===== src/rtl/serial_subtractor_pkg.sv =====
// Shared definitions for the serial arithmetic blocks (subtractor today,
// serial adder/multiplier later). State encodings are plain 2-bit constants
// so older blocks that compare against raw values keep working.
package serial_subtractor_pkg;

    typedef logic [1:0] state_t;

    localparam state_t ST_IDLE  = 2'd0;
    localparam state_t ST_SHIFT = 2'd1;
    localparam state_t ST_DONE  = 2'd2;

endpackage


===== src/rtl/serial_subtractor_half_subtractor.sv =====
// Combinational half subtractor: diff = a - b on single bits, borrow set
// when a 0 has to lend to a 1.
module half_subtractor (
    input  logic a,
    input  logic b,
    output logic diff,
    output logic borrow
);

    assign diff   = a ^ b;
    assign borrow = ~a & b;

endmodule


===== src/rtl/serial_subtractor.sv =====
// Bit-serial subtractor: diff = a - b, one bit per clock, LSB first.
// Operands are latched on the accepting edge, the borrow is carried in a
// register between bits, and the result is published with a one-cycle done.
module serial_subtractor
    import serial_subtractor_pkg::*;
#(
    parameter int WIDTH = 4
) (
    input  logic             clk,
    input  logic             rst,
    input  logic             start,
    input  logic [WIDTH-1:0] a,
    input  logic [WIDTH-1:0] b,
    output logic             busy,
    output logic             done,
    output logic [WIDTH-1:0] diff,
    output logic             borrow_out
);

    localparam int              CNT_W    = $clog2(WIDTH + 1);
    localparam logic [CNT_W-1:0] LAST_CNT = CNT_W'(WIDTH - 1);

    state_t           state_q, state_d;
    logic [WIDTH-1:0] a_q, a_d;
    logic [WIDTH-1:0] b_q, b_d;
    logic [WIDTH-1:0] res_q, res_d;
    logic [WIDTH-1:0] diff_q, diff_d;
    logic [CNT_W-1:0] cnt_q, cnt_d;
    logic             br_q, br_d;
    logic             borrow_q, borrow_d;
    logic             busy_q, busy_d;
    logic             done_q, done_d;

    // Full-subtract of the current LSBs: two half subtractors, borrows ORed.
    logic hs0_diff, hs0_borrow;
    logic bit_diff, hs1_borrow;
    logic bit_borrow;

    half_subtractor u_hs0 (
        .a      (a_q[0]),
        .b      (b_q[0]),
        .diff   (hs0_diff),
        .borrow (hs0_borrow)
    );

    half_subtractor u_hs1 (
        .a      (hs0_diff),
        .b      (br_q),
        .diff   (bit_diff),
        .borrow (hs1_borrow)
    );

    assign bit_borrow = hs0_borrow | hs1_borrow;

    // Result register shifted right with the new difference bit entering at the MSB.
    logic [WIDTH-1:0] res_shift;
    always_comb begin
        res_shift            = res_q >> 1;
        res_shift[WIDTH-1]   = bit_diff;
    end

    // Next-state logic for the FSM, counter, operand and result registers.
    always_comb begin
        state_d  = state_q;
        a_d      = a_q;
        b_d      = b_q;
        res_d    = res_q;
        diff_d   = diff_q;
        cnt_d    = cnt_q;
        br_d     = br_q;
        borrow_d = borrow_q;
        busy_d   = 1'b0;
        done_d   = 1'b0;
        case (state_q)
            ST_IDLE: begin
                if (start) begin
                    a_d     = a;
                    b_d     = b;
                    res_d   = '0;
                    cnt_d   = '0;
                    br_d    = 1'b0;
                    busy_d  = 1'b1;
                    state_d = ST_SHIFT;
                end
            end
            ST_SHIFT: begin
                a_d   = a_q >> 1;
                b_d   = b_q >> 1;
                res_d = res_shift;
                br_d  = bit_borrow;
                cnt_d = cnt_q + CNT_W'(1);
                if (cnt_q == LAST_CNT) begin
                    // Last bit: publish the completed word together with the final borrow.
                    diff_d   = res_shift;
                    borrow_d = bit_borrow;
                    done_d   = 1'b1;
                    state_d  = ST_DONE;
                end else begin
                    busy_d = 1'b1;
                end
            end
            ST_DONE: begin
                state_d = ST_IDLE;
            end
            default: begin
                state_d = ST_IDLE;
            end
        endcase
    end

    // State registers; reset clears everything, aborting any operation in flight.
    always_ff @(posedge clk) begin
        if (rst) begin
            state_q  <= ST_IDLE;
            a_q      <= '0;
            b_q      <= '0;
            res_q    <= '0;
            diff_q   <= '0;
            cnt_q    <= '0;
            br_q     <= 1'b0;
            borrow_q <= 1'b0;
            busy_q   <= 1'b0;
            done_q   <= 1'b0;
        end else begin
            state_q  <= state_d;
            a_q      <= a_d;
            b_q      <= b_d;
            res_q    <= res_d;
            diff_q   <= diff_d;
            cnt_q    <= cnt_d;
            br_q     <= br_d;
            borrow_q <= borrow_d;
            busy_q   <= busy_d;
            done_q   <= done_d;
        end
    end

    assign busy       = busy_q;
    assign done       = done_q;
    assign diff       = diff_q;
    assign borrow_out = borrow_q;

endmodule


===== config.mk =====
export PLATFORM = sky130hd
export DESIGN_NAME = serial_subtractor
export DESIGN_NICKNAME = d
export VERILOG_FILES = /design/src/rtl/serial_subtractor_pkg.sv /design/src/rtl/serial_subtractor_half_subtractor.sv /design/src/rtl/serial_subtractor.sv
export SDC_FILE = /design/constraint.sdc
export NUM_CORES = 1
export LEC_CHECK = 0
export ABC_CLOCK_PERIOD_IN_PS = 1250
export CELL_PAD_IN_SITES_DETAIL_PLACEMENT = 1
export CELL_PAD_IN_SITES_GLOBAL_PLACEMENT = 1
export CORE_MARGIN = 10
export CORE_UTILIZATION = 30
export CTS_CLUSTER_DIAMETER = 80
export DETAILED_ROUTE_END_ITERATION = 8
export PLACE_DENSITY = 0.74
export SYNTH_ARGS = -nofsm -noshare
export SYNTH_HDL_FRONTEND = slang
export SYNTH_SLANG_ARGS = --single-unit

===== constraint.sdc =====
create_clock -name clk -period 1.25 [get_ports clk]
set_input_delay 0.25 -clock clk [delete_from_list [all_inputs] [get_ports clk]]
set_output_delay 0.25 -clock clk [all_outputs]
set_load 0.05 [all_outputs]

==> impl_metrics.ini <==
[setup_path]
critPathTopFamily = adder cells
crit_arrival_ns = 1.52
slowest_stage = fa_2
critical_path_class = reg -> reg
cp.buffers_inverters = 1
crit_chain = inv_2 > fa_2 > nand3_2 > a21oi_2
end_kind = flip-flop
path_max_fanout = 2
max_stage_delay_ns = 0.60
cp.required_ns = 1.53
startpoint_type = flip-flop

[timing]
finalCritPeriodShare_pct = 99.1
layout_setup_ws_ns = 0.0116
clock_skew_ns = 0.00319
hold_viol_final = 0
rsz0062_at_grt = yes
drv_slew = 0
fin_crit_ns = 1.24
finalSetupViolations = 0
max_freq_mhz = 807
hold_ws_ns = 0.476
worst_pin_slew_ns = 0.265
slew_headroom_pct = 82.3
finalSetupTns_ns = 0

[global_routing]
use_met1_pct = 10.8
overflow = 0
grt_pass1_vias = 943
grt_max_degree = 17
met3_usage_pct = 1.50
grt_pass1_wl_mm = 4.63
antenna_found_initial = 0
track_usage_pct = 9.66
grt.busiest_layer = met2
use_met2_pct = 16.7

[finish]
fin_util_pct = 48.4
fin_cells = 180
antenna-diode-count = 0
layout-drive-gt1-share_pct = 41.2
nNetsFinal = 151
fill_cells = 372
final_common_cell = dfxtp_1
layout_common_cells = dfxtp_1 (18), nor2_1 (14), buf_4 (13)
regArea_um2 = 490
design_area_um2 = 1510
multi_input_area_um2 = 502
area_growth_syn_to_layout_pct = 50.6

[synth]
yosys.area.top_type = dfxtp_1
synth_area_um2 = 1000
synth_area_per_cell_um2 = 9.48
yosysSeqAreaShare_pct = 47.8
synth-seq-cells = 24
yosysWarnings = 0
synth_cell_type_count = 32
synthTopCellsByArea = dfxtp_1 (48%), nor2_1 (5.2%), a21oi_1 (4.5%), a22oi_1 (4.5%), o221a_2 (3.4%)
synth_top_area_share_pct = 47.8
synth_cells = 106
synthesis.nets = 120

[pwr]
total_power_mw = 1.72
powerDensity_nw_per_um2 = 1130
power_leakage_nw = 0.570
vdd_drop_max_mv = 0.402

[floorplanning]
core_area_um2 = 3130
io_pins = 18
die_w_um = 77.9
die_h_um = 77.9
initial_core_util_pct = 32.1
dieArea_um2 = 6060
rows = 20

[flow_run]
max_cap_violations = 0

[clocking]
path_clk_slew_ns = 0.14
postCtsHoldBufs = 0
cts_tree = built
cts_buffers = 3
htreeDepth = 1
clockBufferDepth = 2
clock_sinks = 24
cts_root_buf = clkbuf_4
insertion_delay_ns = 0.33

[outcome]
status = finished clean

[place]
post-dp-hpwl_mm = 2.09
placed_area_um2 = 1350
io_buffers = 17
place_inst = 173
pre_cts_ws_ns = -0.310
gp_congestion = 0.756

[drt]
routedWlPerCell_um = 16.2
routed-via-count = 891
route.detailed.drc = 0
drt-total-wl_mm = 2.92
postRouteAntennaNets = 0
viasPerCell = 4.95
drtPass1Iterations = 4
dr.first_iter.drc_count = 53

[hold_path]
min_path_type = in -> reg
## worst register-to-register path: stages (launching register included)
cell	delay (ns)
dfxtp_2	0.37
inv_2	0.04
fa_2	0.60
nand3_2	0.07
a21oi_2	0.11
## repair_timing
| action | in CTS | in global routing |
|---|---|---|
| buffers inserted | 2 | 1 |
| setup endpoints to repair | 8 | 11 |
| gates cloned | 0 | 0 |
| pin swaps | 4 | 7 |
| resized for setup | 7 | 18 |
## flip-flops by register name (all words and copies together) (netlist names)
signal,cells
a_q,4
busy,1
res_q,3
br_q,1
cnt_q,3
borrow_out,1
b_q,4
state_q,2
done,1
diff,4
## metal layers
layer | wire length [um] | up-vias
met5 | 0 | -
met4 | 82 | 0
met3 | 49 | 6
met2 | 1530 | 12
met1 | 1260 | 437
li1 | - | 436
## where the power goes
group          total [mW]  switching, mW  leakage, nW  internal (mW)
clock               0.583          0.258       0.0279          0.325
combinational       0.301          0.141        0.344          0.160
sequential          0.831         0.0289        0.199          0.803
## path summary, 6_finish.rpt
| path | startpoint | to | slack [ns] | cells past startpoint |
|---|---|---|---|---|
| hold reg to reg | res_q[1] | diff[0] | 0.50 | 2 |
| setup reg to reg | b_q[0] | diff[3] | 0.01 | 4 |
| setup / recovery | b_q[0] | diff[3] | 0.01 | 4 |
| hold / removal | start | cnt_q[0] | 0.48 | 5 |
## synthesized netlist by cell type, drive strengths merged
master	number
nand2b	2
fa	1
nor2b	2
nor3	2
clkbuf	3
a211oi	3
ha	2
nor3b	1
nand3	5
inv	8
a2111oi	1
o221a	3
dfxtp	24
nand2	4
or3b	1
o21bai	1
a311oi	1
a2bb2oi	2
a22oi	6
o22ai	4
nand3b	1
nor2	15
buf	4
o21ai	1
a21oi	9
## cell type report
class | instances | area share (%)
multi-input combinational | 67 | 33.2
sequential | 24 | 32.4
timing repair buffer | 33 | 25.3
tap | 44 | 3.64
clock inverter | 1 | 1.99
inverter | 8 | 1.99
clock buffer | 3 | 1.49
## cells by family (layout without fill, tap and decap cells)
group	Yosys count	after routing	share of synthesized area [%]
simple gates	33	33	16.7
compound gates	31	31	23.3
buf+inv	15	45	7.72
fa+ha+maj	3	3	4.48
flops	24	24	47.8
(Power assumes the default switching activity.)
